**src/rtl/dma_pkg.sv**
```systemverilog
// Shared defaults, descriptor type and FSM encoding for the multi-channel DMA arbiter.
package dma_pkg;

  localparam int DEF_ADDR_W = 32;
  localparam int DEF_LEN_W  = 16;

  typedef struct packed {
    logic [DEF_ADDR_W-1:0] src;
    logic [DEF_ADDR_W-1:0] dst;
    logic [DEF_LEN_W-1:0]  len;
  } dma_desc_t;

  typedef enum logic [2:0] {
    ST_IDLE,
    ST_LAUNCH,
    ST_WAIT,
    ST_COMPLETE,
    ST_SKIP
  } arb_state_t;

  // Channel index reached by stepping `offset` places past `last`, wrapping at n.
  function automatic int rr_index(input int last, input int offset, input int n);
    return (last + offset) % n;
  endfunction

endpackage

```
**src/rtl/dma_rr_picker.sv**
```systemverilog
// Combinational rotate-priority encoder: picks the first requester after last_grant_i, with wrap.
module dma_rr_picker
  import dma_pkg::*;
#(
  parameter int NUM_CH = 4,
  parameter int IDX_W  = $clog2(NUM_CH)
) (
  input  logic [NUM_CH-1:0] req_i,
  input  logic [IDX_W-1:0]  last_grant_i,
  output logic [IDX_W-1:0]  grant_o,
  output logic              valid_o
);

  logic [IDX_W-1:0] idx;

  always_comb begin
    // NOTE: every output of a combinational block gets a default first, otherwise a latch is inferred.
    grant_o = '0;
    valid_o = 1'b0;
    idx     = '0;
    // Scan from the farthest offset back toward last_grant+1 so the nearest requester is written last.
    for (int k = NUM_CH; k >= 1; k--) begin
      idx = IDX_W'(rr_index(int'(last_grant_i), k, NUM_CH));
      if (req_i[idx]) begin
        grant_o = idx;
        valid_o = 1'b1;
      end
    end
  end

endmodule

```
**src/rtl/dma_ch_arbiter.sv**
```systemverilog
// Round-robin front end sharing one DMA engine between NUM_CH requesters.
// Optional WAIT-state watchdog with engine abort is built when DMA_ARB_TIMEOUT_EN is defined.
module dma_ch_arbiter
  import dma_pkg::*;
#(
  parameter int NUM_CH  = 4,
  parameter int ADDR_W  = DEF_ADDR_W,
  parameter int LEN_W   = DEF_LEN_W,
  parameter int TIMEOUT = 65535
) (
  input  logic                           clk,
  input  logic                           rst,
  input  logic [NUM_CH-1:0]              ch_req,
  input  logic [NUM_CH-1:0][ADDR_W-1:0]  ch_src_addr,
  input  logic [NUM_CH-1:0][ADDR_W-1:0]  ch_dst_addr,
  input  logic [NUM_CH-1:0][LEN_W-1:0]   ch_len,
  output logic [NUM_CH-1:0]              ch_ack,
  output logic [NUM_CH-1:0]              ch_done,
  output logic [NUM_CH-1:0]              ch_err,
  output logic                           start,
  output logic [ADDR_W-1:0]              src_addr,
  output logic [ADDR_W-1:0]              dst_addr,
  output logic [LEN_W-1:0]               transfer_length,
  input  logic                           eng_done,
  output logic                           eng_abort,
  output logic                           busy,
  output logic [$clog2(NUM_CH)-1:0]      active_ch
);

  localparam int               IDX_W   = $clog2(NUM_CH);
  localparam logic [IDX_W-1:0] LAST_CH = IDX_W'(NUM_CH - 1);

  if (NUM_CH < 2 || NUM_CH > 8 || TIMEOUT < 2) begin : g_bad_param
    $error("dma_ch_arbiter: NUM_CH must be 2..8 and TIMEOUT at least 2");
  end

  arb_state_t        state_q, state_d;
  logic [IDX_W-1:0]  last_q, last_d, ch_q, ch_d, pick_idx;
  logic              pick_valid;
  logic [NUM_CH-1:0] ack_q, ack_d, done_q, done_d;
  logic              start_q, start_d, busy_q, busy_d;
  logic [ADDR_W-1:0] src_q, src_d, dst_q, dst_d;
  logic [LEN_W-1:0]  len_q, len_d;
  logic              eng_done_ok;

`ifdef DMA_ARB_TIMEOUT_EN
  localparam int CNT_W = $clog2(TIMEOUT + 1);
  logic [CNT_W-1:0]  cnt_q, cnt_d;
  logic [NUM_CH-1:0] err_q, err_d;
  logic              abort_q, abort_d;
`endif

  dma_rr_picker #(
    .NUM_CH (NUM_CH),
    .IDX_W  (IDX_W)
  ) u_picker (
    .req_i        (ch_req),
    .last_grant_i (last_q),
    .grant_o      (pick_idx),
    .valid_o      (pick_valid)
  );

  // The start cycle is already WAIT; completion reported alongside start is not trusted.
  assign eng_done_ok = eng_done & ~start_q;

  always_comb begin
    state_d = state_q;
    last_d  = last_q;
    ch_d    = ch_q;
    src_d   = src_q;
    dst_d   = dst_q;
    len_d   = len_q;
    ack_d   = '0;
    done_d  = '0;
    start_d = 1'b0;
`ifdef DMA_ARB_TIMEOUT_EN
    cnt_d   = cnt_q;
    err_d   = '0;
    abort_d = 1'b0;
`endif
    case (state_q)
      ST_IDLE: begin
        if (pick_valid) begin
          ch_d            = pick_idx;
          src_d           = ch_src_addr[pick_idx];
          dst_d           = ch_dst_addr[pick_idx];
          len_d           = ch_len[pick_idx];
          ack_d[pick_idx] = 1'b1;
          state_d         = (ch_len[pick_idx] == '0) ? ST_SKIP : ST_LAUNCH;
        end
      end
      ST_LAUNCH: begin
        start_d = 1'b1;
        state_d = ST_WAIT;
`ifdef DMA_ARB_TIMEOUT_EN
        cnt_d   = '0;
`endif
      end
      ST_WAIT: begin
        // Completion is resolved on the WAIT exit so ch_done lands one cycle after eng_done
        // and IDLE can re-arbitrate in that same cycle.
        if (eng_done_ok) begin
          done_d[ch_q] = 1'b1;
          last_d       = ch_q;
          state_d      = ST_IDLE;
        end
`ifdef DMA_ARB_TIMEOUT_EN
        else if (cnt_q == CNT_W'(TIMEOUT - 1)) begin
          done_d[ch_q] = 1'b1;
          err_d[ch_q]  = 1'b1;
          abort_d      = 1'b1;
          last_d       = ch_q;
          state_d      = ST_IDLE;
        end else begin
          cnt_d = cnt_q + 1'b1;
        end
`endif
      end
      ST_COMPLETE, ST_SKIP: begin
        done_d[ch_q] = 1'b1;
        last_d       = ch_q;
        state_d      = ST_IDLE;
      end
      default: state_d = ST_IDLE;
    endcase
    busy_d = (state_d != ST_IDLE);
  end

  always_ff @(posedge clk) begin
    if (rst) begin
      state_q <= ST_IDLE;
      last_q  <= LAST_CH;
      ch_q    <= '0;
      src_q   <= '0;
      dst_q   <= '0;
      len_q   <= '0;
      ack_q   <= '0;
      done_q  <= '0;
      start_q <= 1'b0;
      busy_q  <= 1'b0;
    end else begin
      // NOTE: state registers use non-blocking assignments so every flop samples pre-edge values.
      state_q <= state_d;
      last_q  <= last_d;
      ch_q    <= ch_d;
      src_q   <= src_d;
      dst_q   <= dst_d;
      len_q   <= len_d;
      ack_q   <= ack_d;
      done_q  <= done_d;
      start_q <= start_d;
      busy_q  <= busy_d;
    end
  end

`ifdef DMA_ARB_TIMEOUT_EN
  always_ff @(posedge clk) begin
    if (rst) begin
      cnt_q   <= '0;
      err_q   <= '0;
      abort_q <= 1'b0;
    end else begin
      cnt_q   <= cnt_d;
      err_q   <= err_d;
      abort_q <= abort_d;
    end
  end

  assign ch_err    = err_q;
  assign eng_abort = abort_q;
`else
  assign ch_err    = '0;
  assign eng_abort = 1'b0;
`endif

  assign ch_ack          = ack_q;
  assign ch_done         = done_q;
  assign start           = start_q;
  assign busy            = busy_q;
  assign active_ch       = ch_q;
  assign src_addr        = src_q;
  assign dst_addr        = dst_q;
  assign transfer_length = len_q;

endmodule
```
**config.mk**
```make
export PLATFORM = sky130hd
export DESIGN_NAME = dma_ch_arbiter
export DESIGN_NICKNAME = d
export VERILOG_FILES = /design/src/rtl/dma_pkg.sv /design/src/rtl/dma_rr_picker.sv /design/src/rtl/dma_ch_arbiter.sv
export SDC_FILE = /design/constraint.sdc
export NUM_CORES = 1
export LEC_CHECK = 0
export ABC_CLOCK_PERIOD_IN_PS = 1870
export CAP_MARGIN = 20
export CORE_AREA = 2 2 164 166
export CTS_CLUSTER_DIAMETER = 30
export CTS_CLUSTER_SIZE = 16
export DETAILED_ROUTE_END_ITERATION = 10
export DIE_AREA = 0 0 166 168
export DONT_BUFFER_PORTS = 1
export MAX_ROUTING_LAYER = met4
export PLACE_DENSITY = 0.47
export SYNTH_ARGS = -nofsm -noshare
export SYNTH_HDL_FRONTEND = slang
export SYNTH_SLANG_ARGS = --single-unit
export TNS_END_PERCENT = 100
```
**constraint.sdc**
```tcl
create_clock -name clk -period 1.87 [get_ports clk]
set_input_delay 0.0935 -clock clk [delete_from_list [all_inputs] [get_ports clk]]
set_output_delay 0.0935 -clock clk [all_outputs]
set_load 0.005 [all_outputs]
```
; After elaboration in Yosys (flattened, before gate mapping)
; Cells that the tools add are included.
[totals]
ff_bits = 97
elab_cells = 76
inputBits = 327
[classes]
n_bitwise = 4
eq_ne = 5
add_sub_neg = 4
mux = 35
reduce_logical = 10
magnitude_cmp = 8
[op_table]
columns = op, count
row1 = 32-bit binary-select mux with 2-bit select, 2
row2 = 32-bit two-way mux, 2
row3 = 16-bit binary-select mux with 2-bit select, 1
row4 = "2-bit by 3-bit < comparator with 1-bit output, second input constant", 6
row5 = 16-bit logical NOT, 1
row6 = 16-bit two-way mux, 1
row7 = 1-bit two-way mux, 11
row8 = 2-bit two-way mux, 5
row9 = 3-bit two-way mux, 3
row10 = 3-bit one-hot mux with 3 select lines, 1
row11 = 1-bit binary-select mux with 2-bit select, 4
row12 = 4-bit one-hot mux with 2 select lines, 1
row13 = "3-bit by 2-bit == test with 1-bit output, second input constant", 2
row14 = "2-bit by 1-bit adder with 2-bit output, second input constant", 2
row15 = "2-bit adder, second input constant", 2
row16 = 1-bit demux with 2-bit select, 2
row17 = "2-bit by 1-bit >= comparator with 1-bit output, second input constant", 2
row18 = 4-bit two-way mux, 1
row19 = 2-bit one-hot mux with 2 select lines, 1
row20 = 2-bit AND reduction, 2
row21 = "3-bit by 1-bit == test with 1-bit output, second input constant", 1
row22 = "3-bit == test, second input constant", 1
row23 = 3-bit logical NOT, 1
row24 = 1-bit NOT, 3
row25 = 7 further kinds, 8

; Depth between registers and ports, before layout
; Gate-level depths: netlist (run 1).
[depth]
word_depth = 14
mapped_depth = 10
ltp_nobuf = 6

; Cells and area by module
; From an unflattened synthesis (run 1), not the netlist that was laid out.
[hier_totals]
cells_unflattened = 527
area_unflattened_um2 = 5353.9
[by_module_without_submodules]
columns = mod, area_per_inst_um2, cells_each, instances
row1 = dma_ch_arbiter, 5262.5, 513, 1
row2 = dma_rr_picker, 91.3, 14, 1

; Worst setup path after synthesis (run 1)
; No wires, ideal clock.
[synth_timing]
kind = register to register
startpoint = reg last_q[0]
endpoint = reg dst_q[19] (netlist: dst_addr[19])
path_buffers = 3
synth_period_minus_slack_ns = 2.042
setup_slack_ns = -0.172
stages_incl_launch_ff = 10
t_arrival_ns = 1.905
required_time_ns = 1.733
path_cell_list = dfxtp_1 buf_4 nand2b_1 a21oi_1 a211oi_2 buf_6 buf_6 mux2_1 a222oi_1 a211oi_1
[synth_via]
elab_chain_cells = 9
[synth_rtl]
columns = element, line
row1 = start: declaration, dma_ch_arbiter.sv:38  ; logic [IDX_W-1:0] last_q, last_d, ch_q, ch_d, pick_idx;
row2 = start signal: assignment, dma_ch_arbiter.sv:144  ; last_q <= last_d;
row3 = 2-bit by 1-bit adder with 2-bit output, dma_pkg.sv:23  ; return (last + offset) % n;
row4 = 1-bit binary-select mux with 2-bit select, dma_rr_picker.sv:24  ; if (req_i[idx]) begin
row5 = 1-bit two-way mux (implied by the code), dma_rr_picker.sv:24
row6 = 2-bit two-way mux (4 in series), dma_rr_picker.sv:24
row7 = 32-bit binary-select mux with 2-bit select, dma_ch_arbiter.sv:86  ; dst_d = ch_dst_addr[pick_idx];
row8 = 32-bit two-way mux (implied by the code), dma_ch_arbiter.sv:86
row9 = end signal: assignment, dma_ch_arbiter.sv:147  ; dst_q <= dst_d;
row10 = end: declaration, dma_ch_arbiter.sv:42  ; logic [ADDR_W-1:0] src_q, src_d, dst_q, dst_d;
; Several ways; a longest one is shown, not always the timed one. The select of a mux whose other input is x is not followed.
; A chain may end at the register's enable or synchronous reset.

; Worst setup path after layout (run 1)
[layout_timing]
startpoint = reg last_q[0]
endpoint = reg dst_q[18] (netlist: dst_addr[18])
; The elaborated chain is that of the path after synthesis.

==> results of run 1 <==
power by group through the flow:
stage	combinational [uW]	sequential, uW	clock [uW]
after floorplan	1360	2580	0
after global placement	1840	2700	0
after detailed placement	1850	2700	0
after CTS	2060	2660	1940
after global routing	2580	2680	2000
final	2390	2650	1840
flip-flops by register name (all words and copies together), names as in the netlist, 2 cells and up:
signal	flops
active_ch	2
ch_ack	4
ch_done	4
dst_addr	32
last_q	2
src_addr	32
state_q	3
transfer_length	16
Yosys cell counts (3+ instances only):
| cell | n |
|---|---|
| nor4_1 | 7 |
| nor3_1 | 4 |
| and2_1 | 6 |
| a211oi_1 | 66 |
| a222oi_1 | 65 |
| buf_6 | 6 |
| nor2b_1 | 4 |
| buf_4 | 8 |
| nand3_1 | 13 |
| a21oi_1 | 19 |
| mux2_1 | 48 |
| mux2i_1 | 13 |
| nand2b_1 | 5 |
| clkbuf_1 | 37 |
| o211ai_1 | 10 |
| nand2_1 | 76 |
| buf_2 | 18 |
| nor2_1 | 75 |
| dfxtp_1 | 97 |
| mux2_2 | 15 |
| buf_1 | 6 |
| nor4b_1 | 3 |
area by class of cell:
class | count | area, sq um | share of cell area, %
Antenna cell | 3 | 7.51 | 0.100
Clock buffer | 11 | 233 | 3.10
Clock inverter | 5 | 41.3 | 0.550
Inverter | 2 | 7.51 | 0.100
Multi-Input combinational cell | 470 | 3700 | 49.3
Sequential cell | 97 | 1950 | 26.0
Tap cell | 341 | 427 | 5.69
Timing Repair Buffer | 89 | 1140 | 15.2
worst max-delay path: stages, from the launching register on:
cell and delay [ns]:
dfxtp_2 0.35, nand2b_4 0.13, o21ai_2 0.06, a211oi_4 0.28
buf_12 0.16, buf_16 0.14, buf_4 0.11, mux2_2 0.32
a222oi_1 0.29, buf_4 0.17, a211oi_1 0.06
repair_timing:
action                                 in CTS  in global routing
cloned                                      4                  4
endpoints found under the hold margin      92                 87
buffers inserted                            7                 17
pin swaps                                  27                 68
gates resized for setup                    27                 79
setup endpoints to repair                  79                 85
layer usage:
layer,part of all wire [%],vias to the layer above,track usage (%)
met5,0,-,-
met4,2.0,0,4.88
met3,9.5,29,4.87
met2,49,342,26.1
met1,40,2625,18.8
li1,-,2534,-
cell families (layout without fill, tap and decap cells):
kind of cell,Yosys count,in the layout
other cells,1,8
compound gates,184,184
simple gates,205,205
buf+inv,77,107
flops,97,97
mux,76,76
final timing paths:
path                                                 startpoint                                to  slack, ns  depth (start not counted)
worst max-delay path                     last_q[0]$_SDFFE_PP1P_         dst_addr[18]$_SDFFE_PP0P_      -0.33                         10
worst min-delay path                                        rst  transfer_length[14]$_SDFFE_PP0P_      -0.19                          1
worst max register to register           last_q[0]$_SDFFE_PP1P_         dst_addr[18]$_SDFFE_PP0P_      -0.33                         10
worst min register to register  transfer_length[1]$_SDFFE_PP0P_   transfer_length[1]$_SDFFE_PP0P_       0.48                          2
through the flow:
stage               power [uW]  worst slack (ns)  TNS (ns)  hold WS [ns]  std cells
finish                    6880            -0.333    -16.95        -0.188       1018
global route              7270            -0.447    -25.67        -0.215       1017
CTS                       6650            -0.365    -18.29        -0.210        996
detailed placement        4550            -0.550    -15.96         0.177        963
global placement          4540            -0.532    -14.13         0.176        963
floorplan                 3950            -0.117     -6.26         0.267        644
==> impl_metrics.ini, run 1 <==
[outcome]
status = finished, violations left
violations = hold timing, setup timing

[floorplanning]
fp.dieH_um = 168
fp.dieW_um = 166
core_area_sq_um = 26400
start_util_pct = 21.2
rows = 60
io_pins = 424
dieArea_sq_um = 27900

[grt]
antenna_found_initial = 2
grt_overflow = 0
grt.total_usage_pct = 15.9
grt_pass1_wl_mm = 33.0
grt_max_degree = 93
grt_pass1_vias = 5262

[layout]
area_growth_pct = 34.0
fin_nets = 996
final_common_cell = dfxtp_1
nFillCells = 2768
post-route-util_pct = 28.5
drive_gt1_share_pct = 28.8
final_cell_area_sq_um = 7500
final_cell_mix = dfxtp_1, nor2_1, nand2_1, a211oi_1, a222oi_1

[worst_hold_path]
hold_class = in2reg

[power_and_ir_drop]
vdd_ir_drop_max_v = 0.000313
clockPowerShare_pct = 26.8
p_per_area_nw_per_um2 = 917
combinationalPowerShare_pct = 34.7
leakagePower_uw = 0.00293
netSwitchingPower_uw = 2320
pwr-share-seq_pct = 38.5
p_int_uw = 4560
switching_share_pct = 33.8

[sta]
period_share_pct = 118
period_needed_ns = 2.20
slew_viol_final = 0
worst_slack_ns = -0.333
rsz0062_at_grt = yes
setup_viol = 76
slew_headroom_pct = 60.5
worst_slew_pin_slew_ns = 0.591
whs_ns = -0.188
fmax_mhz = 454
finalHoldViolCount = 87
worst_clock_skew_ns = 0.0120

[synth]
synth_area_leaders = dfxtp_1, a222oi_1, mux2_1
synth_mux_area_share_pct = 15.0
synth_edf_count = 0
syn_area_per_cell_sq_um = 8.74
synthArstFlopShare_pct = 0
synthFlopType = dfxtp_1
synthSimpleGateAreaFrac_pct = 16.3
synth_top_family_by_area = compound AO/OA/AOI/OAI gates
synth_top_area_share_pct = 34.7
netlist_instances = 640
synth_area_sq_um = 5600
synth-adder-area-share_pct = 0
ys_seq_area_share_pct = 34.7
yosysTopAreaCell = dfxtp_1
synth_compound_area_share_pct = 27.0
ys_types = 51
yosysWarnings = 0
synth_seq_cells = 97
synth_xor_area_share_pct = 0

[worst_setup_path]
cp.arrival_ns = 2.44
worstPathRequired_ns = 2.10
critPathCaptureType = flop
worstSetupPathType = reg2reg
worstSetupStartpointType = flop
cp_max_fo = 6

[placed_design]
placed_cell_area_sq_um = 6330
portBuffers = 0
place_hpwl_mm = 17.3
routabilityCongestion = 0.843

[route]
drtPass1Iterations = 5
routed_wl_mm = 24.3
via_count = 5530
ant_nets = 0
drc = 0
routed_via_density = 5.43
wl_per_cell_um = 23.9
drt_iter0_drc = 639

[clock_tree]
clk_path_buf_depth = 2
numCtsBuffers = 9
cts_tree = yes
hold_buffers = 6
clock-root-buffer = clkbuf_16
cts.htree.levels = 3
clock_sinks = 97
insertion_delay_ns = 0.35
path_clk_slew_ns = 0.08

[flow_run]
drv_cap = 0
Power figures use the tool's default switching activity.
==> run 2: changes to the inputs <==
Settings changed: ABC_AREA set to 1, CELL_PAD_IN_SITES_DETAIL_PLACEMENT set to 2, CELL_PAD_IN_SITES_GLOBAL_PLACEMENT set to 2, PLACE_DENSITY 0.47 to 0.77.
==> run 2 against run 1 <==
Compared with the run above: the flow still finishes with violations (hold timing, setup timing); non-clock buffer count rose by 272; utilization increased by 16 points; cell area increased by 56%; total power is 140% higher; final cell count is 58% higher; worst setup slack lost 0.44 ns; maximum frequency down 17%; clock power increased by 19%; die area unchanged; critical path type unchanged; critical path depth grew 7; highest routed layer unchanged.
==> impl_metrics.ini, run 2 <==
[sta]
period_share_pct = 141
whs_ns = -0.0232
slew_headroom_pct = 64.9
setup_viol = 89
worst_clock_skew_ns = 0.0164
fmax_mhz = 378
setup_tns_ns = -37.74
rsz0062_at_grt = yes
slew_viol_final = 0
period_needed_ns = 2.64
worst_slew_pin_slew_ns = 0.526
worst_slack_ns = -0.774
finalHoldViolCount = 1

[layout]
area_growth_pct = 101
final_common_cell = dlygate4sd3_1
stdcell_count = 1611
final_cell_area_sq_um = 11700
final_cell_mix = dlygate4sd3_1, nand2_1, nor2_1, dfxtp_1, inv_1
drive_gt1_share_pct = 31.9
fin_nets = 1567
post-route-util_pct = 44.4

[floorplanning]
io_pins = 424
start_util_pct = 22.1
rows = 60
fp.dieW_um = 166
core_area_sq_um = 26400
fp.dieH_um = 168
dieArea_sq_um = 27900

[worst_setup_path]
rrSetupSlack_ns = -0.77
reg2reg_depth = 17
r2r_end = dst_addr[21]$_SDFFE_PP0P_
crit-reg2reg-launch = last_q[1]$_SDFFE_PP1P_
worstSetupStartpointType = flop
worstPathRequired_ns = 2.12
cp_max_fo = 8
cp.arrival_ns = 2.89
critPathCaptureType = flop
worstSetupPathType = reg2reg

[route]
routed_via_density = 5.72
wl_per_cell_um = 33.4
drt_iter0_drc = 679
ant_nets = 0
drc = 0
routed_wl_mm = 53.8
via_count = 9207
drtPass1Iterations = 5

[worst_hold_path]
hold_start = ch_src_addr[61]
hold_class = in2reg
min_path_cells = 4
whs_endpoint = src_addr[29]$_SDFFE_PP0P_

[outcome]
status = finished, violations left
violations = hold timing, setup timing

[clock_tree]
numCtsBuffers = 9
path_clk_slew_ns = 0.09
clock-root-buffer = clkbuf_16
cts.htree.levels = 3
insertion_delay_ns = 0.37
clock_sinks = 97
clk_path_buf_depth = 2
cts_tree = yes

[synth]
ys_types = 29
yosysWarnings = 0
synthFlopType = dfxtp_1
synth_area_sq_um = 5830
netlist_instances = 931
synth_top_family_by_area = simple AND/OR/NAND/NOR gates
synth_seq_cells = 97
ys_seq_area_share_pct = 33.3
post-synth-top-count-cell = nand2_1
synth_compound_area_share_pct = 19.7
synth-adder-area-share_pct = 0
synth_xor_area_share_pct = 0
synthArstFlopShare_pct = 0
synth_mux_area_share_pct = 0
synth_edf_count = 0
yosysTopAreaCell = dfxtp_1
synth_commonest_cells = nand2_1, nor2_1, dfxtp_1
synth_area_leaders = dfxtp_1, nand2_1, nor2_1
synthSimpleGateAreaFrac_pct = 36.2
synth_top_area_share_pct = 33.3
syn_area_per_cell_sq_um = 6.26

[grt]
grt_overflow = 0
grt_pass1_wl_mm = 65.9
grt_max_degree = 66
grt.total_usage_pct = 32.8
grt_pass1_vias = 9837
antenna_found_initial = 21

[placed_design]
placed_cell_area_sq_um = 6770
routabilityCongestion = 0.844
dp.cells = 1273
portBuffers = 0
pre_cts_ws_ns = -0.502
place_hpwl_mm = 21.5

[flow_run]
drv_cap = 0

[power_and_ir_drop]
leakagePower_uw = 0.00521
p_per_area_nw_per_um2 = 1430
vdd_ir_drop_max_v = 0.000548
[run 2: metrics by stage]
stage	hold slack, ns	power [uW]
after floorplan	0.284	6600
after global placement	0.189	8930
after detailed placement	0.191	9140
after CTS	0.000792	13900
after global routing	-0.0146	17300
final	-0.0232	16700
[run 2: cell type report]
type                    count  area (sq um)
multi-input cells         694          4360
inverters                  77           322
clock inverters             4          75.1
diodes                     25          62.6
repair buffers            361          4250
clock buffers              12           256
flip-flops and latches     97          1950
well taps                 341           427
fillers                  2864         14600
[run 2: repair_timing]
item                                    CTS  global route
hold buffers                            227             4
setup buffers                            21            22
hold endpoints to repair                 86             4
endpoints found under the setup margin   88            89
pin swaps                                52            47
gates cloned                             15             9
gates resized for setup                 173           143
[run 2: logic make-up (layout without fill, tap and decap cells)]
group           after synthesis  in the layout
compound gates              178            178
buf+inv                     144            454
flops                        97             97
other cells                   1             30
simple gates                511            511
[run 2: worst max-delay path by stage]
stage	end	cells after the start	slack, ns	from
final	dst_addr[21]$_SDFFE_PP0P_	17	-0.77	last_q[1]$_SDFFE_PP1P_
after global routing	dst_addr[21]$_SDFFE_PP0P_	17	-0.86	last_q[1]$_SDFFE_PP1P_
after CTS	state_q[2]$_SDFF_PP0_	20	-0.30	last_q[0]$_SDFFE_PP1P_
after detailed placement	state_q[0]$_SDFF_PP0_	19	-0.50	last_q[0]$_SDFFE_PP1P_
after global placement	state_q[0]$_SDFF_PP0_	19	-0.33	last_q[0]$_SDFFE_PP1P_
after floorplan	state_q[0]$_SDFF_PP0_	20	-0.07	last_q[0]$_SDFFE_PP1P_
[run 2: routing by layer]
metal | track usage (%) | part of all wire, % | vias to the layer above | wire length [um]
met4 | 22.5 | 8.7 | 0 | 4710
li1 | - | - | 3708 | -
met1 | 34.1 | 34 | 4443 | 18100
met2 | 54.6 | 49 | 704 | 26200
met5 | - | 0 | - | 0
met3 | 8.93 | 8.8 | 352 | 4750
[run 2: where the power goes]
group | total [uW] | internal (uW) | switching, uW
clock network | 2190 | 1250 | 939
registers | 3590 | 2700 | 898
logic | 10900 | 4780 | 6150
[run 2: critical path, cell delays in order, from the launching register on]
cell     delay, ns
dfxtp_2       0.36
buf_4         0.17
nand2_2       0.07
nand2_4       0.08
nand2_4       0.07
nand2_4       0.11
nor2_4        0.06
nand2_2       0.08
nand3_4       0.15
inv_4         0.14
nor2_4        0.09
buf_6         0.12
buf_12        0.14
buf_4         0.15
a22oi_1       0.26
nand3_1       0.21
o21ai_1       0.16
inv_1         0.09
==> run 3: changes to the inputs <==
Settings changed: CORE_AREA 2 2 164 166 to not set, CORE_ASPECT_RATIO set to 0.5, CORE_UTILIZATION set to 27, DIE_AREA 0 0 166 168 to not set, PLACE_DENSITY 0.77 to 0.88, TNS_END_PERCENT 100 to not set.
==> run 3 against run 2 <==
Compared with the run above: the run now fails in 5_1_grt; synthesized area is the same; synthesized cell count is the same.
==> impl_metrics.ini, run 3 <==
[outcome]
status = stopped before the end
error_line = [ERROR GRT-0232] Routing congestion too high. Check the congestion heatmap in the GUI.
failing_step = 5_1_grt

[synth]
yosysWarnings = 0
netlist_instances = 931
yosysTopAreaCell = dfxtp_1
synthArstFlopShare_pct = 0
syn_area_per_cell_sq_um = 6.26
ys_seq_area_share_pct = 33.3
synth_seq_cells = 97
synth_top_area_share_pct = 33.3
post-synth-top-count-cell = nand2_1
synth_commonest_cells = nand2_1, nor2_1, dfxtp_1
synth_edf_count = 0
ys_types = 29
synthFlopType = dfxtp_1
synth_area_leaders = dfxtp_1, nand2_1, nor2_1
synth_area_sq_um = 5830

[grt]
grt_overflow = 6
antenna_found_initial = 34
grt_max_degree = 66
grt.total_usage_pct = 76.1

[floorplanning]
fp.dieW_um = 210
start_util_pct = 28.0
io_pins = 424
fp.dieH_um = 106
rows = 37

[clock_tree]
clock_sinks = 97
numCtsBuffers = 9
cts.htree.levels = 3
clk_path_buf_depth = 2
clock-root-buffer = clkbuf_16

[placed_design]
portBuffers = 0
place_hpwl_mm = 20.5
routabilityCongestion = 0.890

[sta]
worst_path_end_type = register data pin
crit_endpoint = dst_addr[11]$_SDFFE_PP0P_/D
run 3: cell counts after synthesis:
Identical to the previous run, type by type.
run 3: kinds of logic after synthesis:
| group | share of synthesized area [%] |
|---|---|
| AOI/OAI and AO/OA | 19.7 |
| buffers and inverters | 10.8 |
| DFF | 33.3 |
| other | 0.0643 |
| and+or+nand+nor | 36.2 |
run 3: metal layers:
metal,global-route usage (%),GRT overflow
met1,73.6,0
met2,94.0,5
met3,57.0,0
met4,77.4,1
met5,-,-
run 3: stage by stage:
stage          utilization, %  cells  instance area, sq um  worst slack (ns)
2_1_floorplan               -    935                  5990           -0.0667
3_5_place_dp             31.4   1192                  6540            -0.462
4_1_cts                  47.7   1460                  9940            -0.291
3_3_place_gp             31.4   1192                  6540            -0.262
run 3: what timing repair did:
action	4_1_cts
pin swaps	37
setup endpoints to repair	89
hold buffers	234
gates resized for setup	131
hold endpoints to repair	86
setup buffers	12
cloned	8
==> run 4: changes to the inputs <==
Settings changed: ABC_CLOCK_PERIOD_IN_PS 1870 to 2400, CELL_PAD_IN_SITES_DETAIL_PLACEMENT 2 to not set, CELL_PAD_IN_SITES_GLOBAL_PLACEMENT 2 to not set, CORE_AREA set to 2 2 163 165, CORE_ASPECT_RATIO 0.5 to not set, CORE_UTILIZATION 27 to not set, CTS_CLUSTER_DIAMETER 30 to not set, CTS_CLUSTER_SIZE 16 to not set, DIE_AREA set to 0 0 165 167, MAX_ROUTING_LAYER met4 to not set, PLACE_DENSITY 0.88 to not set, PLACE_DENSITY_LB_ADDON set to 0.15.
Clock period 1.87 ns to 2.4 ns, I/O delays scaled along.
==> run 4 against run 3 <==
Compared with the run above: the run now ends clean.
==> impl_metrics.ini, run 4 (synthesized netlist as in run 2, its figures left out) <==
[outcome]
status = complete, no violations

[route]
wl_met1_mm = 9.94
routed_wl_mm = 25.5
routed_via_density = 4.83
drt_iter0_drc = 451
ant_nets = 0
wl_met3_mm = 2.11
routed.top_layer = met4
wl_met2_mm = 12.7
drc = 0
via_count = 6574
wl_per_cell_um = 18.7
drtPass1Iterations = 6

[worst_setup_path]
slowest_stage = dfxtp_4
crit_top_cell = nand2_1
cp.arrival_ns = 2.41
worstSetupPathType = reg2reg
critPathCaptureType = flop
cp_top_family = simple AND/OR/NAND/NOR gates
critPathMaxStageDelay_ns = 0.38
cp_max_fo = 50
cp_num_buf_inv = 3
worstPathRequired_ns = 2.64
cp_cell_sequence = o21ai_1, nand2_1, nand2_1, nor2_1, nand2_1, nand3_4, nand2_2, inv_2, buf_12, a22oi_1, nand3_1, o21ai_1, inv_1
worstSetupStartpointType = flop

[placed_design]
place_hpwl_mm = 18.1
routabilityCongestion = 0.816
pre_cts_ws_ns = 0.0398
dp.cells = 1228
portBuffers = 0

[floorplanning]
rows = 59
io_pins = 424
dieArea_sq_um = 27600
fp.dieH_um = 167
core_area_sq_um = 25800
start_util_pct = 22.6
fp.dieW_um = 165

[clock_tree]
clk_path_buf_depth = 2
cts_tree = yes
insertion_delay_ns = 0.35
numCtsBuffers = 9
clock-root-buffer = clkbuf_16
path_clk_slew_ns = 0.07
cts.htree.levels = 3
clock_sinks = 97

[sta]
setup_viol = 0
worst_clock_skew_ns = 0.00859
worst_slack_ns = 0.235
finalHoldViolCount = 0
period_needed_ns = 2.16
slew_viol_final = 0
fmax_mhz = 462
period_share_pct = 90.2

[grt]
grt.total_usage_pct = 17.1
grt_pass1_vias = 6255
grt_max_degree = 71
grt_overflow = 0
grt_pass1_wl_mm = 36.0
antenna_found_initial = 0

[layout]
final_cell_mix = nand2_1, nor2_1, dlygate4sd3_1, dfxtp_1, nand3_1
stdcell_count = 1361
fin_nets = 1349
final_common_cell = nand2_1
area_growth_pct = 32.8
drive_gt1_share_pct = 6.82
antenna_cells = 0

[flow_run]
drv_cap = 0

[power_and_ir_drop]
vdd_ir_drop_max_v = 0.000310
power_uw = 7910
leakagePower_uw = 0.00360
p_per_area_nw_per_um2 = 1020

[worst_hold_path]
hold_class = in2reg
run 4: tightest hold or removal path, stage by stage:
cell,delay [ns]
nand2_1,0.04
nand3_1,0.08
o21ai_1,0.06
inv_1,0.04
run 4: through the flow:
stage	hold slack (ns)	cell area, sq um	TNS, ns	util [%]
6_report	0.0121	7740	0	30.1
3_5_place_dp	0.214	6230	0	24.2
5_1_grt	0.00656	7740	-0.00439	30.1
2_1_floorplan	0.310	5850	0	-
3_3_place_gp	0.216	6230	0	24.2
4_1_cts	0.000330	7700	0	29.9
run 4: worst paths after layout:
path	start	to	slack, ns	cells after the start
max	last_q[0]$_SDFFE_PP1P_	dst_addr[18]$_SDFFE_PP0P_	0.24	13
min	ch_dst_addr[90]	dst_addr[26]$_SDFFE_PP0P_	0.01	4
max reg2reg	last_q[0]$_SDFFE_PP1P_	dst_addr[18]$_SDFFE_PP0P_	0.24	13
min reg2reg	active_ch[0]$_SDFFE_PP0P_	ch_done[2]$_SDFF_PP0_	0.56	1
run 4: layout make-up:
class	instances	area, sq um
clock inverters	4	53.8
inverters	77	293
well taps	335	419
clock buffers	11	243
repair buffers	143	1510
fillers	2832	18000
multi-input cells	694	3280
flip-flops and latches	97	1950
run 4: what timing repair did:
item                                   CTS  global route
hold buffers                           115             0
setup endpoints to repair                0            31
buffers inserted                         0             2
endpoints found under the hold margin   86             0
gates resized for setup                  0             6
run 4: power breakdown:
part	internal [uW]	switching [uW]
registers	2100	471
logic	1400	2440
clock network	835	667
total	4340	3580
run 4: per-layer routing:
| metal | vias to the layer above | global-route usage (%) |
|---|---|---|
| met4 | 0 | 6.28 |
| met1 | 2956 | 20.0 |
| met5 | - | 0 |
| met3 | 38 | 4.31 |
| li1 | 3220 | - |
| met2 | 360 | 29.9 |
